===== src/rtl/reaction_pkg.sv =====
// reaction_pkg: shared state encoding, default widths and LFSR constants for the reaction arena
package reaction_pkg;
  typedef enum logic [1:0] {IDLE, WAIT, REACT, DONE} state_t;
  localparam int TIME_W_DEF = 14;
  localparam logic [15:0] LFSR_TAPS = 16'hB400;
  localparam logic [15:0] LFSR_SEED_DEF = 16'hACE1;
endpackage


===== src/rtl/reaction_lfsr.sv =====
// reaction_lfsr: free-running 16-bit Galois LFSR (x^16+x^14+x^13+x^11), low OUT_W bits exposed
module reaction_lfsr import reaction_pkg::*; #(
  parameter logic [15:0] SEED = LFSR_SEED_DEF,
  parameter int OUT_W = 11
) (
  input  logic             clk,
  input  logic             reset,
  output logic [OUT_W-1:0] value
);
  logic [15:0] state;
  always_ff @(posedge clk)
    state <= reset ? SEED : (state >> 1) ^ (state[0] ? LFSR_TAPS : 16'h0);
  assign value = state[OUT_W-1:0];
endmodule


===== src/rtl/reaction_arena.sv =====
// reaction_arena: multi-player reaction timer with false-start disqualification and session best
module reaction_arena import reaction_pkg::*; #(
  parameter int N_PLAYERS = 4,
  parameter int TIME_W = TIME_W_DEF,
  parameter int TICK_DIV = 50000,
  parameter int MIN_DELAY_MS = 1000,
  parameter int RAND_W = 11,
  parameter logic [15:0] LFSR_SEED = LFSR_SEED_DEF
) (
  input  logic                         clk,
  input  logic                         reset,
  input  logic                         start_btn,
  input  logic [N_PLAYERS-1:0]         react_btn,
  output logic                         led,
  output logic                         busy,
  output logic                         result_valid,
  output logic                         no_winner,
  output logic [$clog2(N_PLAYERS)-1:0] winner_id,
  output logic [TIME_W-1:0]            winner_time,
  output logic [N_PLAYERS-1:0]         false_start,
  output logic [TIME_W-1:0]            best_time,
  output logic [$clog2(N_PLAYERS)-1:0] best_id
);
  localparam int ID_W = $clog2(N_PLAYERS);
  localparam int TICK_W = $clog2(TICK_DIV + 1);
  localparam logic [TIME_W-1:0] T_MAX = '1;
  state_t state, state_n;
  logic [TICK_W-1:0] tick_cnt;
  logic [TIME_W:0] delay, delay_n;
  logic [TIME_W-1:0] elapsed, elapsed_n, winner_time_n;
  logic [N_PLAYERS-1:0] react_q, react_edge, valid, fs_n;
  logic [ID_W-1:0] winner_id_n, first_id;
  logic [RAND_W-1:0] rnd;
  logic start_q, start_edge, tick, no_winner_n, restart, finish;

  reaction_lfsr #(.SEED(LFSR_SEED), .OUT_W(RAND_W)) u_lfsr (.clk(clk), .reset(reset), .value(rnd));

  assign start_edge = start_btn & ~start_q;
  assign react_edge = react_btn & ~react_q;
  assign valid = react_edge & ~false_start;
  assign tick = tick_cnt == TICK_W'(TICK_DIV - 1);
  assign led = state == REACT;
  assign busy = state == WAIT || state == REACT;
  assign restart = state_n != state && (state_n == WAIT || state_n == REACT);
  assign finish = state_n == DONE && state != DONE;

  always_comb begin
    first_id = '0;
    for (int i = N_PLAYERS - 1; i >= 0; i--)
      if (valid[i]) first_id = ID_W'(i);
  end

  always_comb begin
    state_n = state;
    delay_n = delay;
    elapsed_n = elapsed;
    fs_n = false_start;
    no_winner_n = no_winner;
    winner_id_n = winner_id;
    winner_time_n = winner_time;
    case (state)
      IDLE, DONE: if (start_edge) begin
        state_n = WAIT;
        delay_n = (TIME_W+1)'(MIN_DELAY_MS) + (TIME_W+1)'(rnd);
        fs_n = '0;
        no_winner_n = 1'b0;
        winner_id_n = '0;
        winner_time_n = '0;
      end
      WAIT: begin
        fs_n = false_start | react_edge;
        if (&fs_n) begin
          state_n = DONE;
          no_winner_n = 1'b1;
        end else if (tick) begin
          delay_n = delay - (TIME_W+1)'(1);
          if (delay == (TIME_W+1)'(1)) begin
            state_n = REACT;
            elapsed_n = '0;
          end
        end
      end
      REACT: if (|valid) begin
        state_n = DONE;
        winner_id_n = first_id;
        winner_time_n = elapsed;
      end else if (tick) begin
        if (elapsed == T_MAX) begin
          state_n = DONE;
          no_winner_n = 1'b1;
          winner_time_n = T_MAX;
        end else elapsed_n = elapsed + TIME_W'(1);
      end
      default: ;
    endcase
  end

  // Button history tracks the pins even during reset, so a button held across reset is not a press
  always_ff @(posedge clk) begin
    start_q <= start_btn;
    react_q <= react_btn;
    if (reset) begin
      state <= IDLE;
      tick_cnt <= '0;
      delay <= '0;
      elapsed <= '0;
      false_start <= '0;
      no_winner <= 1'b0;
      winner_id <= '0;
      winner_time <= '0;
      result_valid <= 1'b0;
      best_time <= '1;
      best_id <= '0;
    end else begin
      state <= state_n;
      tick_cnt <= (restart || tick) ? '0 : tick_cnt + TICK_W'(1);
      delay <= delay_n;
      elapsed <= elapsed_n;
      false_start <= fs_n;
      no_winner <= no_winner_n;
      winner_id <= winner_id_n;
      winner_time <= winner_time_n;
      result_valid <= finish;
      if (finish && !no_winner_n && winner_time_n < best_time) begin
        best_time <= winner_time_n;
        best_id <= winner_id_n;
      end
    end
  end
endmodule


===== config.mk =====
export PLATFORM = sky130hd
export DESIGN_NAME = reaction_arena
export DESIGN_NICKNAME = d
export VERILOG_FILES = /design/src/rtl/reaction_pkg.sv /design/src/rtl/reaction_lfsr.sv /design/src/rtl/reaction_arena.sv
export SDC_FILE = /design/constraint.sdc
export NUM_CORES = 1
export LEC_CHECK = 0
export BUFFER_PORTS_ARGS = -buffer_cell sky130_fd_sc_hd__buf_4
export CAP_MARGIN = 10
export CORE_MARGIN = 3
export CORE_UTILIZATION = 55
export CTS_CLUSTER_SIZE = 14
export DETAILED_ROUTE_END_ITERATION = 10
export PLACE_DENSITY = 0.72
export SETUP_SLACK_MARGIN = 0.4
export SYNTH_ARGS = -nofsm -noshare
export SYNTH_HDL_FRONTEND = slang
export SYNTH_SLANG_ARGS = --single-unit

===== constraint.sdc =====
create_clock -name clk -period 12.2 [get_ports clk]
set_clock_uncertainty 0.05 [all_clocks]
set_input_delay 0.61 -clock clk [delete_from_list [all_inputs] [get_ports clk]]
set_output_delay 0.61 -clock clk [all_outputs]
set_load 0.01 [all_outputs]

After elaboration in Yosys (flattened, before gate mapping)
Index checks and enable logic that the tools add are counted.
{ "op_classes": {"n_addsub": 4, "n_lt_le_gt_ge": 1, "n_eq_ne": 18, "muxes": 40, "bitwise": 8, "reduce_logical": 18} }
{ "ops": {"columns": ["op", "count"], "rows": [
  ["$mux W14", 10],
  ["$pmux W14 S2", 2],
  ["$mux W15", 3],
  ["$pmux W15 S2", 1],
  ["$mux W2", 13],
  ["$add A16 B1 Y16 const B", 1],
  ["$eq A16 B16 Y1 const B", 1],
  ["$mux W16", 1],
  ["$xor A15 B16 Y16", 1],
  ["$eq A15 B1 Y1 const B", 1],
  ["$sub A15 B1 Y15 const B", 1],
  ["$add A14 B1 Y14 const B", 1],
  ["$eq A14 B14 Y1 const B", 1],
  ["$lt A14 B14 Y1", 1],
  ["$add A10 B11 Y12 const A", 1],
  ["$ne A2 B2 Y1 const B", 6],
  ["$and A4 B4 Y4", 2],
  ["$eq A2 B2 Y1 const B", 4],
  ["$not A4 Y4", 2],
  ["$pmux W4 S2", 1],
  ["$reduce_and A4 Y1", 2],
  ["$reduce_and A7 Y1", 1],
  ["$pmux W2 S3", 1],
  ["$mux W1", 5],
  ["other kinds (17)", 26]
]} }
{ "word_totals": {"regBits": 106, "out_inout_bits": 40} }

Longest topological paths before layout
Gate-level depths: netlist (run 1).
{ "depth": {"ltp_word": 11, "mapped_depth": 18, "ltp_nobuf": 15} }

Cells and area by module
A second synthesis (run 1) with hierarchy kept.
{ "unflattened": {"cells_unflattened": 645, "area_unflattened_um2": 5567.8} }
{ "modules_own_cells": {"columns": ["module", "instances", "cells_each", "area_each_um2"], "rows": [
  ["reaction_arena", 1, 598, 5022.3],
  ["reaction_lfsr", 1, 47, 545.5]
]} }

Worst setup path after synthesis (run 1)
OpenSTA, ideal clock, no wires.
{ "synth_timing": {"path_type": "input to register", "startpoint": "in react_btn[0]", "endpoint": "reg best_time[10]", "t_arrival_ps": 4067, "slack_ps": 7969, "cell_stages": 17, "path_buffers": 4, "path_cell_list": "nor3b_1 > or4_1 > buf_2 > o211ai_2 > clkbuf_1 > a22oi_1 > inv_1 > ha_1 > a21o_1 > nand3_1 > a21oi_1 > a2111oi_0 > and4_1 > clkbuf_1 > clkbuf_1 > nand3_1 > a21o_1"} }
{ "synth_between": {"word_cells_on_any_way": 19, "classes_between": "order compare (1); eq/ne (1); mux (8); bitwise (3); reduce/logical (6)"} }
{ "synth_lines": {"columns": ["element", "line", "text"], "rows": [
  ["start: declaration", "reaction_arena.sv:13", "input logic [N_PLAYERS-1:0] react_btn,"],
  ["$and A4 B4 Y4", "reaction_arena.sv:39", "assign react_edge = react_btn & ~react_q;"],
  ["$and A4 B4 Y4", "reaction_arena.sv:40", "assign valid = react_edge & ~false_start;"],
  ["$reduce_or A4 Y1", "reaction_arena.sv:83", "REACT: if (|valid) begin"],
  ["$mux W14", "reaction_arena.sv:83", null],
  ["$pmux W14 S2", "reaction_arena.sv:61", "case (state)"],
  ["named net winner_time_n[7]", "reaction_arena.sv:30", "logic [TIME_W-1:0] elapsed, elapsed_n, winner_time_n;"],
  ["$lt A14 B14 Y1", "reaction_arena.sv:124", "if (finish && !no_winner_n && winner_time_n < best_time) begin"],
  ["$logic_and A1 B1 Y1", "reaction_arena.sv:124", null],
  ["end signal: assignment", "reaction_arena.sv:125", "best_time <= winner_time_n;"],
  ["end: declaration", "reaction_arena.sv:21", "output logic [TIME_W-1:0] best_time,"]
]} }
The timed path passes the listed nets, and every way through them passes these cells.
A chain may end at the register's enable or synchronous reset.

Worst setup path after layout (run 1)
{ "layout_timing": {"startpoint": "reg state[1]", "endpoint": "reg best_id[0]"} }
{ "layout_between": {"word_cells_on_any_way": 23, "classes_between": "order compare (1); eq/ne (5); mux (11); reduce/logical (6)"} }
{ "layout_lines": {"columns": ["element", "line", "text"], "rows": [
  ["start: declaration", "reaction_arena.sv:27", "state_t state, state_n;"],
  ["start signal: assignment", "reaction_arena.sv:115", "state <= state_n;"],
  ["$eq A2 B2 Y1 or $logic_not A2 Y1 (tied branches)", "reaction_arena.sv:61", null],
  ["$reduce_or A2 Y1", "reaction_arena.sv:61", null],
  ["$pmux W14 S2 (*)", "reaction_arena.sv:61", null],
  ["named net winner_time_n[7]", "reaction_arena.sv:30", null],
  ["$lt A14 B14 Y1 (*)", "reaction_arena.sv:124", null],
  ["$logic_and A1 B1 Y1 (*)", "reaction_arena.sv:124", null],
  ["end signal: assignment", "reaction_arena.sv:126", "best_id <= winner_id_n;"],
  ["end: declaration", "reaction_arena.sv:22", "output logic [$clog2(N_PLAYERS)-1:0] best_id"]
]} }
Mark *: on every way through the listed nets, which the timed path passes. The rest lies on a longest branch.

==> results of run 1 <==
logic make-up (layout without fill, tap and decap cells):
group	count (synthesis)	after routing
simple gates	258	258
compound gates	143	143
flops	106	106
buf+inv	74	107
xor+xnor	36	36
fa+ha+maj	22	22
placed cells by master, fill, tap and decap left out, types with 7 or more instances in the layout:
cell type                  instances
sky130_fd_sc_hd__a211oi_1          9
sky130_fd_sc_hd__a21o_1           16
sky130_fd_sc_hd__a21oi_1          30
sky130_fd_sc_hd__a22oi_1          14
sky130_fd_sc_hd__and3_1           10
sky130_fd_sc_hd__buf_4            49
sky130_fd_sc_hd__clkbuf_8         10
sky130_fd_sc_hd__dfxtp_1         106
sky130_fd_sc_hd__ha_1             22
sky130_fd_sc_hd__inv_1            41
sky130_fd_sc_hd__nand2_1          57
sky130_fd_sc_hd__nand3_1          30
sky130_fd_sc_hd__nand4_1          17
sky130_fd_sc_hd__nor2_1           75
sky130_fd_sc_hd__nor2b_1          11
sky130_fd_sc_hd__nor3_1           12
sky130_fd_sc_hd__o21ai_0          36
sky130_fd_sc_hd__or2_2             7
sky130_fd_sc_hd__xnor2_1          18
sky130_fd_sc_hd__xor2_1           18
layout make-up:
type	count	area [µm²]	area share, %
clock buffer	10	138	2.36
clock inverter	6	53.8	0.924
inverter	42	158	2.71
multi-input combinational	459	2830	48.5
sequential	106	2120	36.4
tap	126	158	2.71
timing repair buffer	49	368	6.32
through the flow:
step | cells | cell area [µm²] | setup WS (ns) | hold WS (ns) | util [%]
2_1_floorplan | 639 | 5230 | 7.97 | 0.339 | -
3_3_place_gp | 781 | 5620 | 7.52 | 0.345 | 62.7
3_5_place_dp | 781 | 5620 | 7.41 | 0.348 | 62.7
4_1_cts | 797 | 5820 | 7.38 | 0.273 | 64.8
5_1_grt | 798 | 5820 | 6.81 | 0.269 | 64.9
6_report | 798 | 5820 | 7.20 | 0.283 | 64.9
sequential cells by signal, summed over array words and instances (netlist names), 2 cells and up:
register      flops
false_start       4
u_lfsr.state     16
react_q           4
winner_id         2
delay            15
winner_time      14
elapsed          14
state             2
best_id           2
tick_cnt         16
best_time        14
layer usage:
| metal | GRT usage, % | up-vias |
|---|---|---|
| met5 | 0 | - |
| met4 | 7.41 | 0 |
| met3 | 5.35 | 22 |
| met2 | 38.2 | 111 |
| met1 | 29.5 | 2131 |
| li1 | - | 2294 |
power groups by stage:
stage	combinational [W]	clock, W	sequential, W
after floorplan	0.0000901	0	0.000379
after detailed placement	0.000114	0	0.000383
after global routing	0.000131	0.000230	0.000377
final	0.000116	0.000213	0.000375
after CTS	0.000115	0.000219	0.000375
after global placement	0.000111	0	0.000382
how the worst min path moves through the flow:
stage / from / endpoint / cells after the start
detailed placement: u_lfsr.state[12] / u_lfsr.state[11] / 1
CTS: start_btn / start_q / 1
finish: react_btn[3] / react_q[3] / 1
global placement: u_lfsr.state[12] / u_lfsr.state[11] / 1
floorplan: u_lfsr.state[12] / u_lfsr.state[11] / 1
global route: start_btn / start_q / 1
==> reports/metrics.sh, run 1 <==
LAYOUT-DRIVE-GT1-SHARE_PCT=11.9
CLOCK_SLEW_SEEN_BY_THE_REGISTERS_OF_THE_WORST_SETUP_AND_HOLD_PATHS_NS=0.11
POST_CTS.REPAIR.SETUP_BUFFERS=0
MAX_CLOCK_FREQ_GHz=0.200
MAX_CAP_VIOL_COUNT=0
SEQ_POWER_SHARE_PCT=53.2
HOLDBUFCOUNTCTS=0
SYNTHFLOPTYPE='sky130_fd_sc_hd__dfxtp_1'
NUMBER_OF_GLOBAL_ROUTE_VIAS_BEFORE_REPAIR=4307
TOTAL_POWER_W=0.000704
SETUP.WORST_PATH.END_CLASS='flop'
DIE_AREA_UM2=10700
CLOCK_TREE_FROM_TRITONCTS='yes'
CLOCKPOWERSHARE_PCT=30.3
WORSTPATHBUFFERINVERTERCOUNT=3
STARTPOINT='state[1]'
POST-SYNTH-TOP-COUNT-CELL='sky130_fd_sc_hd__dfxtp_1'
WORST_R2R_PATH_DEPTH=14
FINAL.MIN_CLOCK_PERIOD_NS=5.00
SYN-MEAN-INSTANCE-AREA_UM2=8.18
GRT.TOTAL_USAGE_PCT=22.9
CELLPOWERDENSITY_nW_PER_UM2=121
FINALHOLDVIOLCOUNT=0
SETUP_VIOL=0
TRITONCTS.NUM_BUFFERS=9
CLOCK_SINKS=106
WORSTPATHMAXFANOUT=28
LAYOUT.FILLER_CELLS=789
RUN_STATUS='completed'
POST_SYNTH_MAIN_AREA_CONTRIBUTORS='sky130_fd_sc_hd__dfxtp_1 41%, sky130_fd_sc_hd__nor2_1 5.4%, sky130_fd_sc_hd__ha_1 5.3%'
MAXSLEWHEADROOM_PCT=27.8
PEAKVDDDROP_mV=0.104
MIN_PATH_TYPE='input port to flop'
WORST_EP_ARRIVAL_TIME_NS=5.23
FIN_CRIT_SH_PCT=41.0
COREAREA_UM2=8980
HTREE_LEVELS=3
COMB_POWER_SHARE_PCT=16.4
PLACE.GP.CONGESTION=0.950
GRT_MAX_DEGREE=65
HIGHEST-SIGNAL-LAYER='met4'
WORSTSETUPPATHTYPE='flop to flop'
SYNTH_SIMPLE_GATE_AREA_SHARE_PCT=24.5
DIE_H_UM=104
CRITPATHCAPTURE='best_id[0]'
CRITICAL_PATH.REG2REG.STARTPOINT='state[1]'
SYNTHARSTFLOPSHARE_PCT=0
WORST_SETUP_PATH_START_KIND='flop'
REQUIRED_NS=12.43
POSTSYNTHREGISTERBITS=106
START_UTIL_PCT=58.3
CP_SLOWEST_CELL='sky130_fd_sc_hd__inv_1'
NETLIST_TOP_CELLS_COUNT='106 x sky130_fd_sc_hd__dfxtp_1, 75 x sky130_fd_sc_hd__nor2_1, 57 x sky130_fd_sc_hd__nand2_1'
SYNTH_AREA_UM2=5230
DESIGN.FINAL.NETS=696
PORTBUFFERS=46
FINAL_REPORT_MAX_SLEW_VIOLATION_COUNT=0
R2R_END='best_id[0]'
DRC=0
SYNTH_TOP_FAMILY_BY_AREA='simple AND/OR/NAND/NOR gates'
DRT_ITER0_DRC=262
POST_CTS.RESIZED_INSTANCES=0
VIASPERCELL=5.71
SYNTH_SEQ_AREA_SHARE_PCT=40.6
MET1WIRELENGTH_MM=5.44
NUMBER_OF_FLOPS_MAPPED_TO_ENABLE_CELLS_BY_YOSYS=0
TOTAL_VIA_COUNT_IN_THE_ROUTED_DESIGN=4558
TOTAL_STAGE_COUNT_OF_THE_CRITICAL_PATH=14
P_SWITCHING_W=0.000216
CRITPATHMOSTFREQUENTCELL='sky130_fd_sc_hd__inv_1'
CLOCKROOTBUFFER='sky130_fd_sc_hd__clkbuf_8'
GRT_SETUP_UNREPAIRED='false'
FIRST_PASS_ITERS=5
CLK_PATH_BUF_DEPTH=2
CRIT_PATH_CELL_TRACE='inv_1 -> ha_1 -> inv_1 -> o211ai_2 -> a22oi_1 -> inv_1 -> ha_1 -> a21o_1 -> nand3_1 -> a21oi_1 -> a2111oi_0 -> nand4_1 -> nor2_1 -> o21ai_1'
SYNTH.MUX.AREA_FRACTION_PCT=0
ANTENNA_FOUND_INITIAL=0
SYNTH_TOP_CELL_AREA_SHARE_PCT=40.6
ROUTED_WIRE_LENGTH_PER_INSTANCE_UM=15.3
YS_TYPES=60
LAYOUT-AREA-OVERHEAD-VS-SYNTH_PCT=11.3
CHIPWIDTH_UM=104
GRT_FIRST_PASS_WIRELENGTH_MM=20.6
SYNTHXORXNORAREAFRAC_PCT=6.03
POST_SYNTHESIS_ADDER_CELL_AREA_FRACTION_PCT=5.26
WORSTSKEWPAIRLATENCY_NS=0.39
ROUTE.FINAL.WIRE_LENGTH_MM=12.2
SW_FRAC_OF_TOTAL_PCT=30.6
DETAILED_PLACE_HPWL_MM=8.75
CRIT_FAMILY='compound AO/OA/AOI/OAI gates'
GRT_RESIDUAL_OVERFLOW=0
CELLINTERNALPOWER_W=0.000489
SYNTH-COMPOUND-AREA-SHARE_PCT=18.1
DETAILED_ROUTED_WIRE_LENGTH_ON_MET2_MM=5.91
CORE.ROWCOUNT=34
YOSYSWARNINGCOUNT=0
FINAL.SETUP.TNS_NS=0
SYN_INST=639
REGTOREGSETUPSLACK_NS=7.20
SYNTH_FP_NETS=668
WORSTMARGINPINSLEW_NS=1.07
P_LEAK_nW=2.52
MAX_STAGE_DELAY_NS=0.71
SYNTH_LARGEST_AREA_CELL='sky130_fd_sc_hd__dfxtp_1'
ROUTED-WL-MET3_UM=579
IO_PINS=47
POSTROUTEANTENNANETS=0
NUM_ANTENNA_CELLS=0
(Power assumes the default switching activity.)
==> inputs of run 2 (changes only) <==
--- a/config.mk
+++ b/config.mk
@@ -8,10 +8,10 @@
 export BUFFER_PORTS_ARGS = -buffer_cell sky130_fd_sc_hd__buf_4
 export CAP_MARGIN = 10
 export CORE_MARGIN = 3
-export CORE_UTILIZATION = 55
+export CORE_UTILIZATION = 54
 export CTS_CLUSTER_SIZE = 14
 export DETAILED_ROUTE_END_ITERATION = 10
-export PLACE_DENSITY = 0.72
+export PLACE_DENSITY = 0.73
 export SETUP_SLACK_MARGIN = 0.4
 export SYNTH_ARGS = -nofsm -noshare
 export SYNTH_HDL_FRONTEND = slang
==> constraint.sdc (replaced) <==
create_clock -name clk -period 4.6 [get_ports clk]
set_clock_uncertainty 0.05 [all_clocks]
set_input_delay 0.23 -clock clk [delete_from_list [all_inputs] [get_ports clk]]
set_output_delay 0.23 -clock clk [all_outputs]
set_load 0.01 [all_outputs]
==> run 2 against run 1 <==
Net effect:
- via count is 4.1% higher
- register-to-register slack got worse by 6.5 ns
- utilization up 0.44 points
- sequential share of layout area fell by 1.6 points
- design area increased by 4.6%
- critical path depth up 4
- largest power group unchanged
==> reports/metrics.sh, run 2 (same netlist as run 1, synthesis figures left out) <==
RUN_STATUS='completed'
GRT_SETUP_UNREPAIRED='false'
PORTBUFFERS=46  # unchanged
REQUIRED_NS=4.81  # -7.62 ns
P_LEAK_nW=2.64  # +4.9%
CLOCK_TREE_FROM_TRITONCTS='yes'
GRT_FIRST_PASS_WIRELENGTH_MM=21.1  # +2.5%
HIGHEST_COUNT_CELLS_IN_THE_LAYOUT_IGNORING_FILL_AND_TAPS='106 x sky130_fd_sc_hd__dfxtp_1, 74 x sky130_fd_sc_hd__nor2_1, 63 x sky130_fd_sc_hd__buf_4'
WORSTMARGINPINSLEW_NS=0.936  # -0.138 ns
MIN_PATH_TYPE='input port to flop'
MAX_CAP_VIOL_COUNT=0  # unchanged
DP_WORST_SETUP_SLACK_NS=0.225  # -7.18 ns
PEAKVDDDROP_mV=0.190  # +82%
CLK_PATH_BUF_DEPTH=2  # unchanged
SETUP_VIOL=0  # unchanged
PLACE_AREA_UM2=5700  # +1.4%
LAYOUT-AREA-OVERHEAD-VS-SYNTH_PCT=16.5
MOSTFREQUENTLAYOUTCELL='sky130_fd_sc_hd__dfxtp_1'
POSTROUTEANTENNANETS=0  # unchanged
TOTAL_POWER_W=0.00198  # +180%
CELLPOWERDENSITY_nW_PER_UM2=325  # +170%
GRT.TOTAL_USAGE_PCT=23.3  # +0.34 points
START_UTIL_PCT=56.1  # -2.2 points
MAX_CLOCK_FREQ_GHz=0.250
MAXSLEWHEADROOM_PCT=37.3  # +9.6 points
DESIGN.FINAL.NETS=716  # +2.9%
NUMBER_OF_GLOBAL_ROUTE_VIAS_BEFORE_REPAIR=4479  # +4.0%
WORST_EP_ARRIVAL_TIME_NS=4.21  # -1.02 ns
ROUTE.FINAL.WIRE_LENGTH_MM=12.8  # +5.2%
DIE_H_UM=104  # +0.87%
HTREE_LEVELS=3  # unchanged
PLACE.GP.CONGESTION=0.930  # -2.1%
ANTENNA_FOUND_INITIAL=0  # unchanged
GRT_RESIDUAL_OVERFLOW=0  # unchanged
CLOCKROOTBUFFER='sky130_fd_sc_hd__clkbuf_8'
TOTAL_VIA_COUNT_IN_THE_ROUTED_DESIGN=4745  # +4.1%
LAYOUT-DRIVE-GT1-SHARE_PCT=15.3  # +3.4 points
WORSTSETUPPATHTYPE='input port to flop'
DRT_ITER0_DRC=283  # +8.0%
CORE.ROWCOUNT=35  # +2.9%
FINALWORSTSETUPSLACK_NS=0.603  # -6.60 ns
DIE_AREA_UM2=10900  # +1.7%
TRITONCTS.NUM_BUFFERS=9  # unchanged
FINAL.MIN_CLOCK_PERIOD_NS=4.00
ROUTED_WIRE_LENGTH_PER_INSTANCE_UM=15.6  # +2.3%
CHIPWIDTH_UM=104  # +0.87%
GRT_MAX_DEGREE=65  # unchanged
CLOCK_SLEW_SEEN_BY_THE_REGISTERS_OF_THE_WORST_SETUP_AND_HOLD_PATHS_NS=0.11  # about the same
SETUP.WORST_PATH.END_CLASS='flop'
WORSTPATHMAXFANOUT=14  # -50%
FINAL.SETUP.TNS_NS=0  # unchanged
DETAILED_PLACE_HPWL_MM=9.06  # +3.5%
FINALHOLDVIOLCOUNT=0  # unchanged
DRC=0  # unchanged
POSTLAYOUTCELLAREA_UM2=6090  # +4.6%
FINAL_REPORT_MAX_SLEW_VIOLATION_COUNT=0  # unchanged
NUM_ANTENNA_CELLS=0  # unchanged
IO_PINS=47  # unchanged
COREAREA_UM2=9330  # +3.9%
FIRST_PASS_ITERS=5  # unchanged
CLOCK_SINKS=106  # unchanged
FIN_CRIT_SH_PCT=86.9
VIASPERCELL=5.78  # +1.2%
WORSTSKEWPAIRLATENCY_NS=0.37  # -0.02 ns
WORST_SETUP_PATH_START_KIND='input port'
LARGESTREGISTERS='tick_cnt x16, u_lfsr.state x16, delay x15'
[run 2: cell count changes in the layout (fill, tap and decap cells not counted), sizes merged]
cell and delta:
clkbuf +1, buf +15, dlygate4sd3 +5, clkinv +1
bufinv +2, inv -4
[run 2: critical path: stages]
cell and delay [ns]:
sky130_fd_sc_hd__dlygate4sd3_1 0.53, sky130_fd_sc_hd__buf_4 0.14, sky130_fd_sc_hd__nor3b_2 0.18, sky130_fd_sc_hd__or4_1 0.50, sky130_fd_sc_hd__buf_4 0.23, sky130_fd_sc_hd__nand2_1 0.07
sky130_fd_sc_hd__nand2_1 0.06, sky130_fd_sc_hd__a22oi_2 0.25, sky130_fd_sc_hd__inv_1 0.08, sky130_fd_sc_hd__ha_1 0.29, sky130_fd_sc_hd__a21o_1 0.18, sky130_fd_sc_hd__a211oi_1 0.23
sky130_fd_sc_hd__nor2_1 0.10, sky130_fd_sc_hd__o31ai_2 0.28, sky130_fd_sc_hd__and4_4 0.34, sky130_fd_sc_hd__buf_2 0.22, sky130_fd_sc_hd__nand3_1 0.10, sky130_fd_sc_hd__a21o_1 0.18
[run 2: final timing paths]
kind	startpoint	endpoint	slack, ns	cells after the start
worst min register to register	u_lfsr.state[12]	u_lfsr.state[11]	0.38	1
worst min-delay path	reset	u_lfsr.state[1]	0.33	2
worst max register to register	false_start[0]	best_time[13]	0.65	16
worst max-delay path	react_btn[1]	best_time[13]	0.60	18
[run 2: layout make-up]
type                       count  area (µm²)
tap                          129         161
clock inverter                 5        85.1
clock buffer                  11         151
fill                         848        3240
sequential                   106        2120
timing repair buffer          69         528
inverter                      42         158
multi-input combinational    459        2890
[run 2: per-stage QoR]
stage / hold WS [ns] / cells / utilization (%)
after global placement: 0.297 / 794 / 61.1
after global routing: 0.338 / 821 / 65.3
after detailed placement: 0.300 / 794 / 61.1
final: 0.329 / 821 / 65.3
after CTS: 0.318 / 819 / 64.5
after floorplan: 0.208 / 639 / -
[run 2: metal layers]
layer	part of all wire, %	vias up	GRT usage, %	wire, µm
met4	3.4	0	9.78	432
met3	4.3	36	4.16	554
met5	0	-	0	0
met2	49	150	39.1	6310
met1	43	2226	29.3	5540
li1	-	2333	-	-
[run 2: repair_timing]
item	CTS	global route
buffers inserted	4	2
pin swaps	2	1
hold buffers	5	0
endpoints found under the setup margin	16	16
hold endpoints to repair	5	0
resized for setup	1	14
[run 2: power breakdown]
group | total, W | leakage (nW) | internal [W] | switching, W
Clock | 0.000664 | 0.116 | 0.000340 | 0.000324
Sequential | 0.000994 | 0.864 | 0.000958 | 0.0000367
Combinational | 0.000324 | 1.66 | 0.000127 | 0.000197
Total | 0.00198 | 2.64 | 0.00142 | 0.000558
